### src/rtl/vram_arbiter.sv
// vram_arbiter
//   Shares the single-port synchronous display RAM between the 6502 bus and
//   the video character-fetch path. Video fetches have strict priority and
//   issue one per cycle; the CPU is served in idle slots through a
//   request/acknowledge handshake. A wait counter flags CPU starvation.
//
// Ports
//   clk, n_reset                      clock, asynchronous active-low reset
//   cpu_req/we/addr/wdata             CPU request (level, held until ack)
//   cpu_ack, cpu_rdata                one-cycle completion pulse, read data (held)
//   vid_req, vid_addr                 one-cycle fetch strobe and address
//   vid_valid, vid_rdata              one-cycle fetch data pulse and data
//   ram_addr/we/wdata, ram_rdata      registered RAM controls, RAM read data
//   cpu_starved                       sticky starvation flag
module vram_arbiter #(
    parameter int ADDR_W       = 11,
    parameter int DATA_W       = 8,
    parameter int STARVE_LIMIT = 64
) (
    input  logic              clk,
    input  logic              n_reset,
    input  logic              cpu_req,
    input  logic              cpu_we,
    input  logic [ADDR_W-1:0] cpu_addr,
    input  logic [DATA_W-1:0] cpu_wdata,
    output logic              cpu_ack,
    output logic [DATA_W-1:0] cpu_rdata,
    input  logic              vid_req,
    input  logic [ADDR_W-1:0] vid_addr,
    output logic              vid_valid,
    output logic [DATA_W-1:0] vid_rdata,
    output logic [ADDR_W-1:0] ram_addr,
    output logic              ram_we,
    output logic [DATA_W-1:0] ram_wdata,
    input  logic [DATA_W-1:0] ram_rdata,
    output logic              cpu_starved
);

    localparam int CNT_W = $clog2(STARVE_LIMIT + 1);
    localparam logic [CNT_W-1:0] CNT_MAX = CNT_W'(STARVE_LIMIT);

    typedef enum logic [1:0] {
        C_IDLE,
        C_WAIT,
        C_ISSUED,
        C_ACK
    } cpu_state_t;

    cpu_state_t        r_state;
    cpu_state_t        w_state_next;

    logic              w_cpu_elig;
    logic              w_cpu_grant;

    logic [ADDR_W-1:0] r_ram_addr;
    logic              r_ram_we;
    logic [DATA_W-1:0] r_ram_wdata;
    logic              r_cpu_we_lat;

    logic              r_tag1_vid;
    logic              r_tag1_cpu;
    logic              r_tag2_vid;
    logic              r_tag2_cpu;

    logic              r_vid_valid;
    logic [DATA_W-1:0] r_vid_rdata;
    logic              r_cpu_ack;
    logic [DATA_W-1:0] r_cpu_rdata;

    logic [CNT_W-1:0]  r_cnt;
    logic [CNT_W-1:0]  w_cnt_next;
    logic              r_starved;

    // C_ACK is excluded so a request still held high during its ack cycle
    // is not issued a second time.
    assign w_cpu_elig  = cpu_req && ((r_state == C_IDLE) || (r_state == C_WAIT)) && !r_cpu_ack;
    assign w_cpu_grant = !vid_req && w_cpu_elig;

    // CPU state register
    always_ff @(posedge clk or negedge n_reset) begin
        if (!n_reset) begin
            r_state <= C_IDLE;
        end else begin
            r_state <= w_state_next;
        end
    end

    // CPU next-state logic
    always_comb begin
        w_state_next = r_state;
        case (r_state)
            C_IDLE: begin
                if (cpu_req) begin
                    w_state_next = w_cpu_grant ? C_ISSUED : C_WAIT;
                end
            end
            C_WAIT: begin
                if (w_cpu_grant) begin
                    w_state_next = C_ISSUED;
                end
            end
            C_ISSUED: begin
                if (r_tag2_cpu) begin
                    w_state_next = C_ACK;
                end
            end
            C_ACK: begin
                w_state_next = C_IDLE;
            end
            default: begin
                w_state_next = C_IDLE;
            end
        endcase
    end

    // Wait counter: clearing on entry to C_ISSUED wins over the increment
    // of the final C_WAIT cycle.
    always_comb begin
        w_cnt_next = r_cnt;
        if ((w_state_next == C_ISSUED) && (r_state != C_ISSUED)) begin
            w_cnt_next = '0;
        end else if ((r_state == C_WAIT) && (r_cnt != CNT_MAX)) begin
            w_cnt_next = r_cnt + CNT_W'(1);
        end
    end

    always_ff @(posedge clk or negedge n_reset) begin
        if (!n_reset) begin
            r_cnt     <= '0;
            r_starved <= 1'b0;
        end else begin
            r_cnt <= w_cnt_next;
            if (w_cnt_next == CNT_MAX) begin
                r_starved <= 1'b1;
            end
        end
    end

    // Issue stage, tag pipeline and read-data capture
    always_ff @(posedge clk or negedge n_reset) begin
        if (!n_reset) begin
            r_ram_addr   <= '0;
            r_ram_we     <= 1'b0;
            r_ram_wdata  <= '0;
            r_cpu_we_lat <= 1'b0;
            r_tag1_vid   <= 1'b0;
            r_tag1_cpu   <= 1'b0;
            r_tag2_vid   <= 1'b0;
            r_tag2_cpu   <= 1'b0;
            r_vid_valid  <= 1'b0;
            r_vid_rdata  <= '0;
            r_cpu_ack    <= 1'b0;
            r_cpu_rdata  <= '0;
        end else begin
            r_ram_we <= 1'b0;
            if (vid_req) begin
                r_ram_addr <= vid_addr;
            end else if (w_cpu_grant) begin
                r_ram_addr   <= cpu_addr;
                r_ram_we     <= cpu_we;
                r_ram_wdata  <= cpu_wdata;
                r_cpu_we_lat <= cpu_we;
            end

            r_tag1_vid <= vid_req;
            r_tag1_cpu <= w_cpu_grant;
            r_tag2_vid <= r_tag1_vid;
            r_tag2_cpu <= r_tag1_cpu;

            r_vid_valid <= r_tag2_vid;
            if (r_tag2_vid) begin
                r_vid_rdata <= ram_rdata;
            end

            // Only one CPU access is ever in flight, so the latched
            // direction still belongs to the tag reaching stage 2.
            r_cpu_ack <= r_tag2_cpu;
            if (r_tag2_cpu && !r_cpu_we_lat) begin
                r_cpu_rdata <= ram_rdata;
            end
        end
    end

    assign cpu_ack     = r_cpu_ack;
    assign cpu_rdata   = r_cpu_rdata;
    assign vid_valid   = r_vid_valid;
    assign vid_rdata   = r_vid_rdata;
    assign ram_addr    = r_ram_addr;
    assign ram_we      = r_ram_we;
    assign ram_wdata   = r_ram_wdata;
    assign cpu_starved = r_starved;

endmodule

### config.mk
export PLATFORM = sky130hd
export DESIGN_NAME = vram_arbiter
export DESIGN_NICKNAME = d
export VERILOG_FILES = /design/src/rtl/vram_arbiter.sv
export SDC_FILE = /design/constraint.sdc
export NUM_CORES = 1
export LEC_CHECK = 0
export ABC_CLOCK_PERIOD_IN_PS = 2000
export BUFFER_PORTS_ARGS = -buffer_cell sky130_fd_sc_hd__buf_2
export CORE_MARGIN = 5
export CORE_UTILIZATION = 35
export CTS_CLUSTER_DIAMETER = 100
export DETAILED_ROUTE_END_ITERATION = 12
export GPL_TIMING_DRIVEN = 0
export PLACE_DENSITY_LB_ADDON = 0.08
export SETUP_SLACK_MARGIN = 0.1
export SYNTH_ARGS = -nofsm -noshare
export SYNTH_HDL_FRONTEND = slang
export SYNTH_SLANG_ARGS = --single-unit
export TNS_END_PERCENT = 5
### constraint.sdc
create_clock -name clk -period 2 [get_ports clk]
set_input_delay 0.4 -clock clk [delete_from_list [all_inputs] [get_ports clk]]
set_output_delay 0.4 -clock clk [all_outputs]
set_load 0.01 [all_outputs]
### Word-level counts from Yosys, hierarchy flattened

Cells that the tools add are included.

* $add $sub $neg: 1
* equality and inequality tests: 7
* mux-type cells: 11
* bitwise logic cells: 1
* reduce and logical (&&, ||, !) cells: 13

Operator list (number)
* 2-to-1 mux 11 bit: 2
* 2-to-1 mux 7 bit: 2
* 2-to-1 mux 2 bit: 4
* one-hot mux 2 bit (4 select lines): 1
* adder 7 x 1 -> 7 bit (second input constant): 1
* equality test 7 bit (second input constant): 1
* inequality test 7 bit (second input constant): 1
* equality test 2 bit (second input constant): 3
* logical AND 1 bit: 6
* logical NOT 1 bit: 3
* equality test 2 x 1 -> 1 bit (second input constant): 1
* logical NOT 2 bit: 1
* 2-to-1 mux 1 bit: 2
* inequality test 2 bit (second input constant): 1
* AND reduction 2 bit: 1
* nonzero test 2 bit: 1
* logical OR 1 bit: 1
* NOT 1 bit: 1

* bits in registers: 53
* bits of input ports: 43
* output and inout bits: 39

### Depth between registers and ports, before layout

Gate-level depths: netlist (run 1).

* word-level depth: 12
* depth in mapped cells: 6
* mapped depth without buffers: 6

### Worst setup path before layout (run 1)

OpenSTA, ideal clock, no wires.

* path kind: register to register
* start: reg r_cnt[0]
* end: reg r_starved, in the netlist cpu_starved
* setup time: 103 ps
* arrival: 1609 ps
* data required time: 1897 ps
* setup slack: 288 ps
* cell stages (with the launch flop): 7
* path buffers: 0
* path through: dfrtp_1 -> inv_1 -> ha_1 -> and2_4 -> a311oi_2 -> mux2i_1 -> o41ai_2

* word-level cells in the longest chain between the ends: 5
* elaborated cells between the ends (all ways): 6

Ends and longest elaborated chain
* start, declared: RTL line 70 `logic [CNT_W-1:0] r_cnt;`
* start signal, assigned: RTL line 132 `r_cnt <= w_cnt_next;`
* branches (longest 2 deep; another with adder 7 x 1 -> 7 bit)
* 2-to-1 mux 7 bit *: RTL line 122 `end else if ((r_state == C_WAIT) && (r_cnt != CNT_MAX)) begin`
* 2-to-1 mux 7 bit *: RTL line 120 `if ((w_state_next == C_ISSUED) && (r_state != C_ISSUED)) begin`
* equality test 7 bit *: RTL line 133 `if (w_cnt_next == CNT_MAX) begin`
* end signal, assigned: RTL line 130 `r_starved <= 1'b0;`
* end signal, assigned: RTL line 134 `r_starved <= 1'b1;`
* end, declared: RTL line 72 `logic r_starved;`

Every way passes the cells marked *.
A chain may end at the register's enable or synchronous reset.

### Worst setup path after layout (run 1)

* start: reg r_state[1]
* end: reg r_starved, in the netlist cpu_starved

* word-level cells in the longest chain between the ends: 12
* elaborated cells between the ends (all ways): 20

Ends and longest elaborated chain
* start, declared: RTL line 49 `cpu_state_t r_state;`
* start signal, assigned: RTL line 84 `r_state <= w_state_next;`
* equality test 2 x 1 -> 1 bit / logical NOT 2 bit (equally long branches): RTL line 76, 91, 122
* logical OR 1 bit: RTL line 76 `assign w_cpu_elig = cpu_req && ((r_state == C_IDLE) || (r_state == C_WAIT)) && !r_cpu_ack;`
* logical AND 1 bit (2 in a row): RTL line 76
* logical AND 1 bit: RTL line 77 `assign w_cpu_grant = !vid_req && w_cpu_elig;`
* 2-to-1 mux 2 bit: RTL line 94 `w_state_next = w_cpu_grant ? C_ISSUED : C_WAIT;`
* 2-to-1 mux 2 bit: RTL line 93 `if (cpu_req) begin`
* one-hot mux 2 bit (4 select lines): RTL line 91 `case (r_state)`
* equality test 2 bit: RTL line 120
* logical AND 1 bit: RTL line 120
* 2-to-1 mux 7 bit *: RTL line 120
* equality test 7 bit *: RTL line 133

Mark *: on every way between the ends. The rest lies on a longest branch, timed or not.

==> summary.txt, run 1 <==
Drt
  • First-iteration detailed-routing DRC count: 34
  • Drt first pass iters: 4
  • Met1 WL: 2.187 mm
  • Vias: 1,632
  • Drt drc: 0
  • Max layer used: met4
  • Final WL: 4.703 mm
  • Vias per Instance: 4.584
  • DRT antenna net count: 0
  • WL/cell: 13.21 microns
  • DR WL met2: 2.074 mm
  • DR WL met3: 388 microns

Pwr
  • Leak pwr: 1.414 nW
  • Power Dens Cells: 1145 mW/mm^2
  • VDD IR max: 0.5155 mV
  • Pwr Total: 0.003219 W

Synth
  • Synth Instances: 190
  • Mapped cell area: 0.002206 sq mm
  • Avg Cell Area, Syn: 11.61 sq um
  • Fraction of registers with async set/reset: 1.000
  • Post-synthesis net count: 235
  • Register bit total from synthesis: 53
  • Synth unique cells: 35
  • Register area share after synthesis: 0.6012
  • Yosys warnings: 0
  • Post-synth top flop: dfrtp_1
  • Post-synth EDFFs: 0

Clocking
  • Hold_buf cts: 0
  • Clock transition at the registers of the reported paths: 0.10 ns
  • Max clock buf depth: 2
  • CTS root buf: clkbuf_8
  • Post-CTS Setup Inserts: 0
  • H-tree depth: 2
  • CTS Sinks: 53
  • Worst-skew pair later-pin latency: 0.30 ns
  • Total CTS buffers: 5
  • CTS tree: built

Floorplanning
  • I/O pin count: 82
  • Die height: 89.39 microns
  • Initial core utilization: 0.3534
  • DIE WIDTH: 89.39 microns
  • Die footprint: 0.007991 sq mm
  • Row count: 29
  • Total core area: 0.006241 sq mm

Placed design
  • GPL Wtd Cong: 0.7003
  • Placed Instances: 348
  • Port bufs: 81
  • DP HPWL: 3.430 mm

STA
  • Hold Fails Final Rpt: 0
  • # setup viols final: 0
  • Max Clock Skew: 0.004816 ns
  • Worst slew pin tran: 1.164 ns
  • Post-layout minimum cycle time: 1.777 ns
  • Fin Setup TNS: 0 ns
  • Max_slew headroom: 0.2238
  • Final Cycle Share: 0.8887
  • RSZ-0062 raised after global routing: no
  • Slew Limit Fails: 0
  • Fmax: 562.6 MHz

Setup path
  • CP Launch Point: r_state[1]$_DFF_PN0_
  • Setup crit end kind: register
  • Reg2reg start: r_state[1]$_DFF_PN0_
  • Crit path launch type: register
  • Critical Path RT: 2.21 ns
  • Worst setup path class: reg -> reg
  • Crit Path Max Fanout: 10
  • CP arrival: 1.99 ns

Cells and area
  • Antenna diodes: 0
  • Most frequent cells in the layout: buf_2 (82), dfrtp_1 (51), nand2_1 (39)
  • Area delta synth->final: 27.51%
  • Share of cells above drive strength 1: 0.4158
  • # nets final: 323
  • Fillers: 621
  • Fin cells: 356
  • Commonest non-fill, non-tap cell in the layout: buf_2

Global routing
  • Initial antenna violation count: 0
  • Grt ovf: 0
  • Total routing usage reported by global routing: 0.1220
  • Number of global-route vias before repair: 1,623
  • Largest net degree at the start of global routing: 54
  • First-pass GRT wire length: 7.548 mm

Worst hold path
  • Hold Path Class: in -> reg
  • Hold path start: cpu_wdata[0]

Status
  • Status: complete, no violations

Run
  • Max Cap Violations: 0
-- cells by family after synthesis --
logic type | count (synthesis) | share of synthesized area
simple gates | 65 | 0.1373
flops | 53 | 0.6012
mux | 29 | 0.1407
compound gates | 24 | 0.07261
buf+inv | 14 | 0.02495
xor+xnor | 3 | 0.01191
fa+ha+maj | 2 | 0.01134
-- synthesized netlist by cell type, types with 2 or more instances --
cell      number  area [sq um]
dfrtp_1       53          1326
nand2_1       39         146.4
mux2_2        16         180.2
mux2i_1       13         130.1
o21ai_0       12         60.06
nor2_1         9         33.78
inv_1          6         22.52
clkbuf_1       5         18.77
a21oi_1        4         20.02
nand3_1        3         15.01
xnor2_1        3         26.28
a21o_1         2         15.01
ha_1           2         25.02
nand2b_1       2         12.51
-- stage by stage --
stage | hold slack [ns] | worst slack (ns) | instance area, sq um | utilization
floorplan | 0.1044 | 0.2880 | 2206 | -
global placement | 0.3328 | 0.1219 | 2708 | 0.4338
detailed placement | 0.3395 | 0.09175 | 2708 | 0.4338
CTS | 0.2618 | 0.1257 | 2809 | 0.4501
global route | 0.2635 | 0.1187 | 2813 | 0.4507
finish | 0.2782 | 0.2226 | 2813 | 0.4507
-- critical path, cell delays in order, from the launching register on --
cell      delay (ns)
dfrtp_2         0.48
or4b_4          0.57
clkinv_2        0.14
or4_4           0.14
nand4_1         0.12
o41ai_2         0.23
-- routing by layer --
| layer | global-route usage | up-vias |
|---|---|---|
| met1 | 0.1628 | 754 |
| li1 | - | 818 |
| met4 | 0.03248 | 0 |
| met3 | 0.04147 | 6 |
| met5 | 0 | - |
| met2 | 0.1902 | 54 |
-- flip-flops by register name (all words and copies together), names as in the netlist --
name	flops
ram_addr	11
cpu_rdata	8
ram_wdata	8
vid_rdata	8
r_cnt	7
r_state	2
cpu_ack	1
cpu_starved	1
r_cpu_we_lat	1
r_tag1_cpu	1
r_tag1_vid	1
r_tag2_cpu	1
r_tag2_vid	1
ram_we	1
vid_valid	1
-- what timing repair did --
item,4_1_cts,5_1_grt
pin swaps,0,1
gates cloned,0,0
gates resized for setup,1,4
setup endpoints to repair,1,1
-- worst paths after layout --
check / cells after the start / slack, ns / to
worst max register to register: 5 / 0.22 / cpu_starved$_DFFE_PN0N_
worst min register to register: 0 / 0.36 / r_tag2_vid$_DFF_PN0_
max in group asynchronous: 1 / 0.89 / r_cnt[0]$_DFF_PN0_
worst max-delay path: 5 / 0.22 / cpu_starved$_DFFE_PN0N_
min in group asynchronous: 1 / 0.32 / ram_wdata[2]$_DFFE_PN0P_
worst min-delay path: 3 / 0.28 / ram_wdata[0]$_DFFE_PN0P_
-- final cells by class --
cell class	instances	area, sq um	area share
tap	77	96.34	0.03425
inverter	7	27.53	0.009786
timing repair buffer	81	405.4	0.1441
buffer	7	28.78	0.01023
clock inverter	3	21.27	0.007562
clock buffer	5	68.82	0.02447
sequential	53	1329	0.4724
multi-input combinational	123	835.8	0.2972
-- where the power goes --
group | switching, W | internal (W)
sequential | 0.000193 | 0.00138
clock | 0.000365 | 0.000249
combinational | 0.000548 | 0.000484
total | 0.00111 | 0.00211
(Power assumes the default switching activity.)
==> run 2: changes to the inputs <==
==> constraint.sdc (replaced) <==
create_clock -name clk -period 2 [get_ports clk]
set_input_delay 0.1 -clock clk [delete_from_list [all_inputs] [get_ports clk]]
set_output_delay 0.1 -clock clk [all_outputs]
set_load 0.01 [all_outputs]
==> run 2 against run 1 <==
Effect of this change:
- combinational power about the same
- final area up 3.2%
- clock power barely moved
- clock-buffer cell count stayed put
- sequential power about the same
- critical endpoint unchanged
==> summary.txt, run 2 (synthesis gave the netlist of run 1 again) <==
Status
  • Status: complete, no violations

STA
  • Max Clock Skew: 0.004816 ns
  • # setup viols final: 0
  • Max_slew headroom: 0.2233
  • Worst slew pin tran: 1.165 ns
  • Slew Limit Fails: 0
  • Final Cycle Share: 0.8887
  • Worst Setup Slack, final: 0.2225 ns
  • Fmax: 562.6 MHz
  • Hold Fails Final Rpt: 0
  • Fin Setup TNS: 0 ns
  • Post-layout minimum cycle time: 1.777 ns
  • RSZ-0062 raised after global routing: no

Clocking
  • CTS tree: built
  • H-tree depth: 2
  • CTS Sinks: 53
  • Total CTS buffers: 5
  • Post-CTS Setup Inserts: 0
  • Max clock buf depth: 2
  • Clock transition at the registers of the reported paths: 0.10 ns
  • CTS root buf: clkbuf_8
  • Worst-skew pair later-pin latency: 0.30 ns

Cells and area
  • Area delta synth->final: 31.59%
  • Most frequent cells in the layout: buf_2 (82), dfrtp_1 (51), nand2_1 (39)
  • Commonest non-fill, non-tap cell in the layout: buf_2
  • Final Cell Area: 0.002903 sq mm
  • Share of cells above drive strength 1: 0.4028
  • Largest register FFs: 11
  • Antenna diodes: 0
  • Fillers: 607
  • # nets final: 332

Drt
  • DRT antenna net count: 0
  • First-iteration detailed-routing DRC count: 31
  • Final WL: 4.743 mm
  • Vias per Instance: 4.559
  • Drt drc: 0
  • Vias: 1,664
  • WL/cell: 12.99 microns
  • Drt first pass iters: 4

Placed design
  • Port bufs: 81
  • Placement Setup Slack: 0.09175 ns
  • GPL Wtd Cong: 0.7003
  • Placed Area: 0.002708 sq mm
  • DP HPWL: 3.430 mm

Pwr
  • Sequential fraction of design power: 0.487
  • Sw Ratio: 0.3427
  • Leak pwr: 1.451 nW
  • VDD IR max: 0.5159 mV
  • P_sw: 0.001108 W
  • Pint: 0.002125 W
  • Power Dens Cells: 1114 mW/mm^2
  • Clk pwr share: 0.190
  • Gate power share: 0.323

Floorplanning
  • I/O pin count: 82
  • Die footprint: 0.007991 sq mm
  • Die height: 89.39 microns
  • Total core area: 0.006241 sq mm
  • Row count: 29
  • DIE WIDTH: 89.39 microns
  • Initial core utilization: 0.3534

Setup path
  • Setup crit end kind: register
  • Crit path max-delay family: simple AND/OR/NAND/NOR gates
  • Crit path launch type: register
  • Slowest cell on the critical path: or4b_4
  • Buf/Inv on CP: 1
  • Cell Chain, Critical Path: or4b_4, clkinv_2, or4_4, nand4_1, o41ai_2
  • CP arrival: 1.99 ns
  • Worst setup path class: reg -> reg
  • Crit Path Max Fanout: 10
  • Largest stage delay, worst path: 0.57 ns
  • Critical Path RT: 2.21 ns

Global routing
  • Total routing usage reported by global routing: 0.1234
  • Number of global-route vias before repair: 1,660
  • Initial antenna violation count: 0
  • Grt ovf: 0
  • Largest net degree at the start of global routing: 54
  • First-pass GRT wire length: 7.659 mm

Run
  • Max Cap Violations: 0

Worst hold path
  • Hold Path Class: in -> async
## run 2: per-layer routing
| layer | routed length (microns) | GRT usage | vias to the layer above | part of all wire |
|---|---|---|---|---|
| li1 | - | - | 836 | - |
| met1 | 2202 | 0.1634 | 768 | 0.46 |
| met2 | 2106 | 0.1949 | 54 | 0.44 |
| met3 | 382 | 0.04055 | 6 | 0.081 |
| met4 | 52 | 0.03248 | 0 | 0.011 |
| met5 | 0 | 0 | - | 0 |
## run 2: what timing repair did
action	CTS	global route
hold buffers	9	0
pin swaps	0	1
endpoints found under the setup margin	1	1
hold endpoints to repair	9	0
gates resized for setup	1	4
## run 2: power groups by stage
stage,sequential (W),combinational [W],clock (W)
finish,0.00157,0.00105,0.000614
global placement,0.00159,0.00102,0
CTS,0.00157,0.00107,0.000649
detailed placement,0.00159,0.00104,0
global route,0.00162,0.00119,0.000684
floorplan,0.00169,0.000505,0
## run 2: final timing paths
kind	from	endpoint	cells after the start	slack (ns)
worst max-delay path	r_state[1]$_DFF_PN0_	cpu_starved$_DFFE_PN0N_	5	0.22
worst min-delay path	n_reset	ram_wdata[2]$_DFFE_PN0P_	1	0.02
worst max register to register	r_state[1]$_DFF_PN0_	cpu_starved$_DFFE_PN0N_	5	0.22
worst min register to register	r_tag1_vid$_DFF_PN0_	r_tag2_vid$_DFF_PN0_	0	0.36
max in group asynchronous	n_reset	r_cnt[0]$_DFF_PN0_	1	1.19
min in group clk	ram_rdata[5]	cpu_rdata[5]$_DFFE_PN0P_	2	0.04
## run 2: cell type report
type	instances	area [sq um]	share of cell area
inverters	7	27.53	0.009483
clock inverters	3	21.27	0.007328
repair buffers	90	495.5	0.1707
well taps	77	96.34	0.03319
multi-input cells	123	835.8	0.2879
clock buffers	5	68.82	0.02371
plain buffers	7	28.78	0.009914
flip-flops and latches	53	1329	0.4578
## run 2: per-stage QoR
step                power, W  instances    util  hold slack (ns)
CTS                 0.003295        365  0.4645          0.02285
detailed placement  0.002630        348  0.4338           0.2937
global placement    0.002616        348  0.4338           0.2949
floorplan           0.002195        190       -          -0.1956
finish              0.003232        365  0.4651          0.02177
global route        0.003492        365  0.4651          0.01918
==> run 3: changes to the inputs <==
CORE_UTILIZATION = 30   (was 35)
CTS_BUF_LIST = sky130_fd_sc_hd__clkbuf_16   (was default)
MAX_ROUTING_LAYER = met4   (was default)
==> run 3 against run 2 <==
Effect of this change:
- via count increased by 1.7%
- critical endpoint unchanged
- non-clock buffer count decreased by 5
- routed wire length rose by 7.0%
- clock skew shrank 0.00090 ns
==> summary.txt, run 3 (synthesis gave the netlist of run 1 again) <==
Status
  • Status: complete, no violations

Drt
  • WL/cell: 13.29 microns
  • DRT antenna net count: 0
  • First-iteration detailed-routing DRC count: 35
  • Drt drc: 0
  • Vias per Instance: 4.429
  • Drt first pass iters: 4
  • Vias: 1,692
  • Final WL: 5.075 mm

Setup path
  • Worst setup path class: reg -> reg
  • Crit Path Max Fanout: 10
  • Cell Chain, Critical Path: or4b_4, clkinv_2, or4_4, nand4_1, o41ai_2
  • Buf/Inv on CP: 1
  • R2R Setup Slk: 0.19 ns
  • Slowest cell on the critical path: or4b_4
  • Crit path max-delay family: simple AND/OR/NAND/NOR gates
  • CP arrival: 1.99 ns
  • Critical Path RT: 2.18 ns
  • Setup crit end kind: register
  • Largest stage delay, worst path: 0.60 ns
  • Crit path launch type: register

Placed design
  • Placed Instances: 370
  • Port bufs: 81
  • GPL Wtd Cong: 0.7435
  • Placement Setup Slack: 0.1252 ns
  • DP HPWL: 3.688 mm

Global routing
  • Grt ovf: 0
  • Number of global-route vias before repair: 1,674
  • Initial antenna violation count: 0
  • Largest net degree at the start of global routing: 54
  • First-pass GRT wire length: 8.004 mm
  • Total routing usage reported by global routing: 0.1159

Clocking
  • CTS Sinks: 53
  • CTS root buf: clkbuf_16
  • Max clock buf depth: 2
  • Total CTS buffers: 5
  • Clock transition at the registers of the reported paths: 0.07 ns
  • CTS tree: built
  • Worst-skew pair later-pin latency: 0.29 ns
  • H-tree depth: 2

Run
  • Max Cap Violations: 0

STA
  • Worst slew pin tran: 0.7080 ns
  • Fin Setup TNS: 0 ns
  • Post-layout minimum cycle time: 1.811 ns
  • Max_slew headroom: 0.5280
  • Worst Setup Slack, final: 0.1894 ns
  • RSZ-0062 raised after global routing: no
  • Max Clock Skew: 0.003913 ns
  • # setup viols final: 0
  • Hold Fails Final Rpt: 0
  • Fmax: 552.3 MHz
  • Final Cycle Share: 0.9053
  • Slew Limit Fails: 0
  • Hold slack: 0.002078 ns

Cells and area
  • Most frequent cells in the layout: buf_2 (81), dfrtp_1 (53), nand2_1 (39)
  • Area delta synth->final: 32.73%
  • Commonest non-fill, non-tap cell in the layout: buf_2
  • Largest register FFs: 11
  • Antenna diodes: 0
  • Multi-input gate area: 835.8 sq um
  • Share of cells above drive strength 1: 0.3958
  • FF+latch area: 0.001326 sq mm
  • # nets final: 327
  • Final Util: 0.4058
  • Fillers: 763
  • Fin cells: 382

Floorplanning
  • Total core area: 0.007214 sq mm
  • Initial core utilization: 0.3058
  • I/O pin count: 82
  • Die footprint: 0.009168 sq mm
  • DIE WIDTH: 95.75 microns
  • Row count: 31
  • Die height: 95.75 microns

Pwr
  • VDD IR max: 0.4089 mV
  • Leak pwr: 1.456 nW
  • Power Dens Cells: 1186 mW/mm^2

Worst hold path
  • Hold Path Class: in -> reg
-- run 3: changes by cell type in the layout (fill, tap and decap cells not counted), moves of 2 or more --
cell           change
buf_4              +2
clkbuf_16          +5
clkbuf_8           -5
clkinv_1           +2
dfrtp_1            +2
dfrtp_2            -2
dlygate4sd3_1      -6
-- run 3: report_power, final --
| part | total, W | switching (W) | internal, W |
|---|---|---|---|
| Combinational | 0.00106 | 0.000559 | 0.000501 |
| Sequential | 0.00158 | 0.000200 | 0.00138 |
| Clock | 0.000836 | 0.000376 | 0.000460 |
| Total | 0.00347 | 0.00113 | 0.00234 |
-- run 3: repair_timing --
item                                   4_1_cts  5_1_grt
resized for setup                            1        0
cloned                                       0        0
setup buffers                                0        1
endpoints found under the hold margin        2       53
hold buffers                                 2        1
pin swaps                                    0        1
setup endpoints to repair                    1        1
-- run 3: final timing paths --
check / cells past startpoint / end / from
hold reg to reg: 0 / r_tag2_cpu$_DFF_PN0_ / r_tag1_cpu$_DFF_PN0_
setup / recovery: 5 / cpu_starved$_DFFE_PN0N_ / r_state[1]$_DFF_PN0_
min in group asynchronous: 2 / vid_rdata[2]$_DFFE_PN0P_ / n_reset
setup reg to reg: 5 / cpu_starved$_DFFE_PN0N_ / r_state[1]$_DFF_PN0_
max in group asynchronous: 2 / ram_addr[5]$_DFFE_PN0P_ / n_reset
hold / removal: 3 / ram_wdata[6]$_DFFE_PN0P_ / cpu_wdata[6]
-- run 3: area by class of cell --
cell class,instances,area share
flip-flops and latches,53,0.4530
clock buffers,5,0.04274
well taps,99,0.04231
repair buffers,85,0.1521
plain buffers,7,0.009402
inverters,7,0.009402
clock inverters,3,0.005556
multi-input cells,123,0.2855
-- run 3: stage by stage --
step	instance area (sq um)	total power, W
2_1_floorplan	2206	0.002195
3_3_place_gp	2735	0.002631
3_5_place_dp	2735	0.002645
4_1_cts	2908	0.003523
5_1_grt	2928	0.003738
6_report	2928	0.003474
-- run 3: worst reg2reg max path, stage by stage, from the launching register on --
cell and delay, ns:
dfrtp_1 0.48, or4b_4 0.60, clkinv_2 0.14, or4_4 0.15, nand4_1 0.12, o41ai_2 0.22
-- run 3: metal layers --
layer / vias up / GRT usage / share of wire
li1: 834 / - / -
met1: 806 / 0.1348 / 0.42
met2: 48 / 0.1975 / 0.50
met3: 4 / 0.02658 / 0.070
met4: 0 / 0.03910 / 0.0085
met5: - / - / 0
